`config.mk`:
```
export PLATFORM = sky130hd
export DESIGN_NAME = atm_keypad_entry_flat
export DESIGN_NICKNAME = d
export VERILOG_FILES = /design/src/rtl/atm_keypad_entry_if.sv /design/src/rtl/atm_keypad_entry.sv /design/src/flat_wrapper.sv
export SDC_FILE = /design/constraint.sdc
export NUM_CORES = 1
export LEC_CHECK = 0
export CORE_MARGIN = 2
export CORE_UTILIZATION = 55
export CTS_BUF_LIST = sky130_fd_sc_hd__clkbuf_16
export DETAILED_ROUTE_END_ITERATION = 12
export GPL_TIMING_DRIVEN = 0
export PLACE_DENSITY_LB_ADDON = 0.2
export SYNTH_ARGS = -nofsm -noshare
export SYNTH_HDL_FRONTEND = slang
export SYNTH_SLANG_ARGS = --single-unit
```
`constraint.sdc`:
```
create_clock -name clk -period 3.51 [get_ports clk]
set_input_delay 0.702 -clock clk [delete_from_list [all_inputs] [get_ports clk]]
set_output_delay 0.702 -clock clk [all_outputs]
set_load 0.01 [all_outputs]
```
`src/rtl/atm_keypad_entry_if.sv`:
```
// Request/keypad bundle between the keypad scanner, atm_keypad_entry and the ATM core.
// master = atm_keypad_entry side, slave = scanner/core side.
interface atm_keypad_entry_if;
    logic        key_valid;
    logic [3:0]  key_code;
    logic        req_ready;
    logic        req_valid;
    logic        req_kind;
    logic [11:0] acc_number;
    logic [3:0]  pin;
    logic [2:0]  menu_option;
    logic [10:0] amount;
    logic [11:0] dest_acc;
    logic        exit_pulse;
    logic        entry_error;
    logic        timeout;
    logic [2:0]  state_dbg;

    modport master (
        input  key_valid, key_code, req_ready,
        output req_valid, req_kind, acc_number, pin, menu_option, amount, dest_acc,
               exit_pulse, entry_error, timeout, state_dbg
    );

    modport slave (
        output key_valid, key_code, req_ready,
        input  req_valid, req_kind, acc_number, pin, menu_option, amount, dest_acc,
               exit_pulse, entry_error, timeout, state_dbg
    );
endinterface

```
`src/rtl/atm_keypad_entry.sv`:
```
// Keypad sequencer assembling login/transaction requests for the ATM core.
// Optional idle auto-cancel enabled by defining KEYPAD_TIMEOUT_EN.
module atm_keypad_entry #(
    parameter int MAX_DIGITS = 4,
    parameter int ACC_MAX    = 4095,
    parameter int AMT_MAX    = 2047
`ifdef KEYPAD_TIMEOUT_EN
    , parameter int TIMEOUT_CYCLES = 1000
`endif
) (
    input  logic               clk,
    input  logic               rst,
    atm_keypad_entry_if.master bus
);

    typedef enum logic [2:0] {
        S_ACC  = 3'd0,
        S_PIN  = 3'd1,
        S_LREQ = 3'd2,
        S_MENU = 3'd3,
        S_AMT  = 3'd4,
        S_DEST = 3'd5,
        S_TREQ = 3'd6
    } state_t;

    localparam logic [3:0]  KEY_ENTER  = 4'hA;
    localparam logic [3:0]  KEY_CLEAR  = 4'hB;
    localparam logic [3:0]  KEY_CANCEL = 4'hC;
    localparam logic [2:0]  CNT_MAX    = 3'(MAX_DIGITS);
    localparam logic [13:0] ACC_LIM    = 14'(ACC_MAX);
    localparam logic [13:0] AMT_LIM    = 14'(AMT_MAX);

    state_t      state, state_nxt;
    logic [13:0] acc;
    logic [2:0]  cnt;
    logic [11:0] acc_number_q, dest_acc_q;
    logic [3:0]  pin_q;
    logic [2:0]  menu_q;
    logic [10:0] amount_q;
    logic        exit_q, err_q;
    logic        req_valid_o, req_kind_o;

    logic        req_state, key_acc, is_digit, over, to_hit;
    logic        fld_clr, fld_dig, err, do_exit;
    logic        lat_acc, lat_pin, lat_menu, lat_amt, lat_dest, tx_done;

    // Keys are only consumed outside request states, so a handshake always wins.
    assign req_state = (state == S_LREQ) || (state == S_TREQ);
    assign key_acc   = bus.key_valid && !req_state && (bus.key_code <= KEY_CANCEL);
    assign is_digit  = bus.key_code <= 4'd9;

    always_comb begin
        over = 1'b0;
        case (state)
            S_ACC, S_DEST: over = acc > ACC_LIM;
            S_AMT:         over = acc > AMT_LIM;
            S_PIN:         over = acc > 14'd9;
            S_MENU:        over = (acc == 14'd1) || (acc == 14'd2) || (acc > 14'd7);
            default:       over = 1'b0;
        endcase
    end

    always_ff @(posedge clk or posedge rst) begin
        if (rst) state <= S_ACC;
        else     state <= state_nxt;
    end

    always_comb begin
        state_nxt = state;
        fld_clr   = 1'b0;
        fld_dig   = 1'b0;
        err       = 1'b0;
        do_exit   = 1'b0;
        lat_acc   = 1'b0;
        lat_pin   = 1'b0;
        lat_menu  = 1'b0;
        lat_amt   = 1'b0;
        lat_dest  = 1'b0;
        tx_done   = 1'b0;
        case (state)
            S_LREQ: if (bus.req_ready) state_nxt = S_MENU;
            S_TREQ: begin
                if (bus.req_ready) begin
                    state_nxt = S_MENU;
                    tx_done   = 1'b1;
                end
            end
            default: begin
                if (key_acc) begin
                    if (bus.key_code == KEY_CANCEL) begin
                        do_exit   = 1'b1;
                        state_nxt = S_ACC;
                    end else if (bus.key_code == KEY_CLEAR) begin
                        fld_clr = 1'b1;
                    end else if (is_digit) begin
                        if (cnt == CNT_MAX) err = 1'b1;
                        else                fld_dig = 1'b1;
                    end else if (cnt == 3'd0) begin
                        err = 1'b1;
                    end else if (over) begin
                        err     = 1'b1;
                        fld_clr = 1'b1;
                    end else begin
                        fld_clr = 1'b1;
                        case (state)
                            S_ACC: begin
                                lat_acc   = 1'b1;
                                state_nxt = S_PIN;
                            end
                            S_PIN: begin
                                lat_pin   = 1'b1;
                                state_nxt = S_LREQ;
                            end
                            S_MENU: begin
                                if (acc == 14'd0) begin
                                    do_exit   = 1'b1;
                                    state_nxt = S_ACC;
                                end else begin
                                    lat_menu  = 1'b1;
                                    state_nxt = (acc == 14'd3) ? S_TREQ : S_AMT;
                                end
                            end
                            S_AMT: begin
                                lat_amt   = 1'b1;
                                state_nxt = (menu_q == 3'd6) ? S_DEST : S_TREQ;
                            end
                            S_DEST: begin
                                lat_dest  = 1'b1;
                                state_nxt = S_TREQ;
                            end
                            default: ;
                        endcase
                    end
                end else if (to_hit) begin
                    do_exit   = 1'b1;
                    state_nxt = S_ACC;
                end
            end
        endcase
    end

    always_comb begin
        req_valid_o = 1'b0;
        req_kind_o  = 1'b0;
        case (state)
            S_LREQ: req_valid_o = 1'b1;
            S_TREQ: begin
                req_valid_o = 1'b1;
                req_kind_o  = 1'b1;
            end
            default: ;
        endcase
    end

    always_ff @(posedge clk or posedge rst) begin
        if (rst) begin
            acc          <= '0;
            cnt          <= '0;
            acc_number_q <= '0;
            pin_q        <= '0;
            menu_q       <= '0;
            amount_q     <= '0;
            dest_acc_q   <= '0;
            exit_q       <= 1'b0;
            err_q        <= 1'b0;
        end else begin
            exit_q <= do_exit;
            err_q  <= err;
            if (do_exit) begin
                acc          <= '0;
                cnt          <= '0;
                acc_number_q <= '0;
                pin_q        <= '0;
                menu_q       <= '0;
                amount_q     <= '0;
                dest_acc_q   <= '0;
            end else begin
                if (fld_clr) begin
                    acc <= '0;
                    cnt <= '0;
                end else if (fld_dig) begin
                    acc <= acc * 14'd10 + {10'd0, bus.key_code};
                    cnt <= cnt + 3'd1;
                end
                if (lat_acc)  acc_number_q <= acc[11:0];
                if (lat_pin)  pin_q        <= acc[3:0];
                if (lat_menu) menu_q       <= acc[2:0];
                if (lat_amt)  amount_q     <= acc[10:0];
                if (lat_dest) dest_acc_q   <= acc[11:0];
                if (tx_done) begin
                    amount_q   <= '0;
                    dest_acc_q <= '0;
                end
            end
        end
    end

`ifdef KEYPAD_TIMEOUT_EN
    logic [31:0] idle_cnt;
    logic        timeable, timeout_q;

    // An empty account field never times out; request states wait on the core instead.
    assign timeable = (state == S_PIN) || (state == S_MENU) || (state == S_AMT) ||
                      (state == S_DEST) || ((state == S_ACC) && (cnt != 3'd0));
    assign to_hit   = timeable && !key_acc && (idle_cnt == 32'(TIMEOUT_CYCLES - 1));

    always_ff @(posedge clk or posedge rst) begin
        if (rst) begin
            idle_cnt  <= '0;
            timeout_q <= 1'b0;
        end else begin
            timeout_q <= to_hit;
            if (key_acc || (state_nxt != state)) idle_cnt <= '0;
            else                                 idle_cnt <= idle_cnt + 32'd1;
        end
    end

    assign bus.timeout = timeout_q;
`else
    assign to_hit      = 1'b0;
    assign bus.timeout = 1'b0;
`endif

    assign bus.req_valid   = req_valid_o;
    assign bus.req_kind    = req_kind_o;
    assign bus.acc_number  = acc_number_q;
    assign bus.pin         = pin_q;
    assign bus.menu_option = menu_q;
    assign bus.amount      = amount_q;
    assign bus.dest_acc    = dest_acc_q;
    assign bus.exit_pulse  = exit_q;
    assign bus.entry_error = err_q;
    assign bus.state_dbg   = state;

endmodule

```
`src/flat_wrapper.sv`:
```
// flat-port wrapper written by rule: the top's interface ports become plain ports
module atm_keypad_entry_flat 
#(
    parameter int MAX_DIGITS = 4,
    parameter int ACC_MAX    = 4095,
    parameter int AMT_MAX    = 2047

)
  (clk, rst, bus_key_valid, bus_key_code, bus_req_ready, bus_req_valid, bus_req_kind, bus_acc_number, bus_pin, bus_menu_option, bus_amount, bus_dest_acc, bus_exit_pulse, bus_entry_error, bus_timeout, bus_state_dbg);
  atm_keypad_entry_if bus_i ();
  input  logic clk;
  input  logic rst;
  input wire logic [$bits(bus_i.key_valid)-1:0] bus_key_valid;
  input wire logic [$bits(bus_i.key_code)-1:0] bus_key_code;
  input wire logic [$bits(bus_i.req_ready)-1:0] bus_req_ready;
  output wire logic [$bits(bus_i.req_valid)-1:0] bus_req_valid;
  output wire logic [$bits(bus_i.req_kind)-1:0] bus_req_kind;
  output wire logic [$bits(bus_i.acc_number)-1:0] bus_acc_number;
  output wire logic [$bits(bus_i.pin)-1:0] bus_pin;
  output wire logic [$bits(bus_i.menu_option)-1:0] bus_menu_option;
  output wire logic [$bits(bus_i.amount)-1:0] bus_amount;
  output wire logic [$bits(bus_i.dest_acc)-1:0] bus_dest_acc;
  output wire logic [$bits(bus_i.exit_pulse)-1:0] bus_exit_pulse;
  output wire logic [$bits(bus_i.entry_error)-1:0] bus_entry_error;
  output wire logic [$bits(bus_i.timeout)-1:0] bus_timeout;
  output wire logic [$bits(bus_i.state_dbg)-1:0] bus_state_dbg;
  assign bus_i.key_valid = bus_key_valid;
  assign bus_i.key_code = bus_key_code;
  assign bus_i.req_ready = bus_req_ready;
  assign bus_req_valid = bus_i.req_valid;
  assign bus_req_kind = bus_i.req_kind;
  assign bus_acc_number = bus_i.acc_number;
  assign bus_pin = bus_i.pin;
  assign bus_menu_option = bus_i.menu_option;
  assign bus_amount = bus_i.amount;
  assign bus_dest_acc = bus_i.dest_acc;
  assign bus_exit_pulse = bus_i.exit_pulse;
  assign bus_entry_error = bus_i.entry_error;
  assign bus_timeout = bus_i.timeout;
  assign bus_state_dbg = bus_i.state_dbg;
  atm_keypad_entry #(.MAX_DIGITS(MAX_DIGITS), .ACC_MAX(ACC_MAX), .AMT_MAX(AMT_MAX)) u_core (.clk(clk), .rst(rst), .bus(bus_i));
endmodule
```
==> impl_metrics.csv <==
group,metric,value,unit
outcome,status,"finished, final reports clean",
grt,grt_use_total,0.2514,
floorplan,num_rows,30,
worst_setup_path,required,3.76,ns
finish,antennaDiodeCount,0,
logic_synthesis,yosysTopAreaCellShare,0.4195,
logic_synthesis,ys_warn_count,0,
worst_setup_path,startpoint_type,"flop",
worst_setup_path,path_max_fanout,7,
timing,fin_crit,2.979,ns
finish,layout-drive-gt1-share,0.1068,
finish,regArea,0.001602,mm²
floorplan,initial_core_util,0.5650,
grt,antenna_found_initial,0,
logic_synthesis,synth_largest_area_cell,"dfrtp_1",
logic_synthesis,synth.most_common_cell,"dfrtp_1",
placement,place_congestion,0.8728,
timing,worstMarginPinSlew,0.6921,ns
drt,drt_iter0_markers,255,
floorplan,die_width,87.31,µm
timing,fin_crit_sh,0.8486,
cts,clk_pin_slew_worst_paths,0.06,ns
cts,clockRootBuffer,"clkbuf_16",
cts,cts_resized,0,
timing,slew_headroom,0.5379,
worst_setup_path,crit_arrival,3.23,ns
grt,first_global_vias,3091,
worst_setup_path,cp_cell_sequence,"ha_1 > ha_1 > buf_6 > a21o_2 > a2111oi_4 > a211oi_1 > a211o_1 > xnor2_1 > a311o_2 > o211ai_2",
finish,nets,497,
placement,portBuffers,56,
logic_synthesis,async_reset_ff_frac,1.000,
floorplan,die-area,0.007623,mm²
logic_synthesis,ys_ff_latch,64,
worst_setup_path,crit_top_cell,"ha_1",
drt,vias,3151,
logic_synthesis,synth-edff-count,0,
finish,fillers,505,
logic_synthesis,synth_area_leaders,"dfrtp_1, ha_1, mux2i_1, nand2_1, nor2_1",
logic_synthesis,ys.flop_type,"dfrtp_1",
pwr,power.leakage,0.002290,µW
timing,maxSlewViolCount,0,
pwr,power_density,849.6,mW/mm²
logic_synthesis,synthTopCellsByCount,"dfrtp_1, nand2_1, nor2_1",
timing,finClkSkew,0.006728,ns
drt,drt_wl_total,8.841,mm
floorplan,pin_count,58,
worst_setup_path,slowest_delay,0.53,ns
finish,area_delta_synth_final,25.83,%
timing,setup_tns,0,ns
worst_setup_path,slowest_stage,"dfrtp_1",
timing,rsz0062_at_grt,"no",
pwr,peakVddDrop,0.4826,mV
logic_synthesis,netlist_area,0.003817,mm²
cts,cts_made_buffers,9,
drt,vias_per_cell,5.750,
placement,dp_hpwl,6.395,mm
timing,final-setup-viol-count,0,
floorplan,die_h,87.31,µm
cts,insertion_delay,0.33,ns
logic_synthesis,ys_types,62,
logic_synthesis,synthCells,395,
timing,fmax,335.7,MHz
grt,grt_pass1_wl,14.99,mm
job,max_cap_viol_count,0,
cts,cts_tree,"yes",
cts,post_cts_buffers,0,
drt,first_pass_iters,4,
grt,grt-ovfl-total,0,
logic_synthesis,avgSynthCellArea,9.664,µm²
pwr,power.total,4081,µW
grt,grt_max_degree,35,
drt,wl_per_cell,16.13,µm
floorplan,core-area,0.006756,mm²
worst_setup_path,cp-end-kind,"flop",
drt,drcViolationCount,0,
cts,cts_hold_buf,0,
cts,htreeDepth,3,
cts,clk_path_buf_depth,2,
cts,cts.sinks,64,
hold_path,hold_class,"reg -> reg",
finish,multi_input_area,0.002054,mm²
timing,finalHoldViolCount,0,
logic_synthesis,ys_seq_area_frac,0.4195,
logic_synthesis,synth_nets,429,
worst_setup_path,worstSetupPathType,"reg -> reg",
drt,antenna_left,0,
-- registers in the layout, summed over array words and instances (netlist names) --
register,cells
u_core.bus.entry_error,1
u_core.bus.menu_option,3
u_core.bus.acc_number,12
u_core.bus.state_dbg,3
u_core.acc,14
u_core.bus.amount,11
u_core.bus.dest_acc,12
u_core.bus.pin,4
u_core.bus.exit_pulse,1
u_core.cnt,3
-- path summary, 6_finish.rpt --
path,startpoint,cells after the start,to,slack [ns]
hold / removal,u_core.acc[13],2,u_core.acc[13],0.50
max in group asynchronous,rst,3,u_core.acc[4],2.10
hold reg to reg,u_core.acc[13],2,u_core.acc[13],0.50
min in group asynchronous,rst,2,u_core.bus.state_dbg[1],0.81
setup reg to reg,u_core.acc[6],10,u_core.acc[13],0.53
setup / recovery,u_core.acc[6],10,u_core.acc[13],0.53
-- final cells by class --
class,instances,share of cell area
Clock inverter,7,0.01667
Inverter,13,0.01016
Tap cell,80,0.02084
Multi-Input combinational cell,297,0.4277
Sequential cell,64,0.3334
Buffer,21,0.02344
Clock buffer,9,0.04689
Timing Repair Buffer,57,0.1209
-- cells by family (layout without fill, tap and decap cells) --
group | after synthesis | after routing | synth area share
buf+inv | 34 | 107 | 0.04228
mux | 30 | 30 | 0.07866
simple gates | 143 | 143 | 0.1783
fa+ha+maj | 26 | 26 | 0.08915
other cells | 1 | 1 | 0.0009823
compound gates | 79 | 79 | 0.1449
xor+xnor | 18 | 18 | 0.04621
flops | 64 | 64 | 0.4195
-- critical path, delay by kind of cell, from the launching register on --
| family | cells | cell delay, ns |
|---|---|---|
| flops | 1 | 0.53 |
| fa+ha+maj | 2 | 0.60 |
| xor+xnor | 1 | 0.15 |
| buf+inv | 1 | 0.13 |
| compound gates | 6 | 1.49 |
-- stage by stage --
stage	util	instances	area, µm²	setup slack, ns	hold slack, ns
global placement	0.6628	531	4478	0.1233	0.4724
finish	0.7109	548	4803	0.5314	0.5000
CTS	0.7109	548	4803	0.4990	0.5116
detailed placement	0.6657	532	4498	0.4350	0.4996
floorplan	-	395	3817	0.7430	0.4582
global route	0.7109	548	4803	0.3519	0.5306
-- layout by cell type (no fill, tap or decap), types with 12 or more instances in the layout --
cell type | Yosys | routed
clkdlybuf4s50_1 | 0 | 56
dfrtp_1 | 64 | 64
ha_1 | 24 | 24
inv_1 | 13 | 12
mux2i_1 | 30 | 30
nand2_1 | 54 | 54
nor2_1 | 44 | 44
o21ai_0 | 18 | 18
o21ai_1 | 12 | 12
xnor2_1 | 13 | 13
-- metal layers --
layer	share of wire	wire [µm]	GRT usage	vias up
met2	0.48	4249	0.3939	86
met3	0.051	449	0.04455	14
met4	0.016	140	0.08671	0
met1	0.45	4002	0.3523	1520
met5	0	0	0	-
li1	-	-	-	1531
-- power by group --
group	leakage, µW	internal (µW)	switching, µW
clock network	0.000143	556	340
logic	0.00128	949	1060
registers	0.000863	936	235
total	0.00229	2440	1640
No activity file was read; power rests on OpenSTA's default activity.
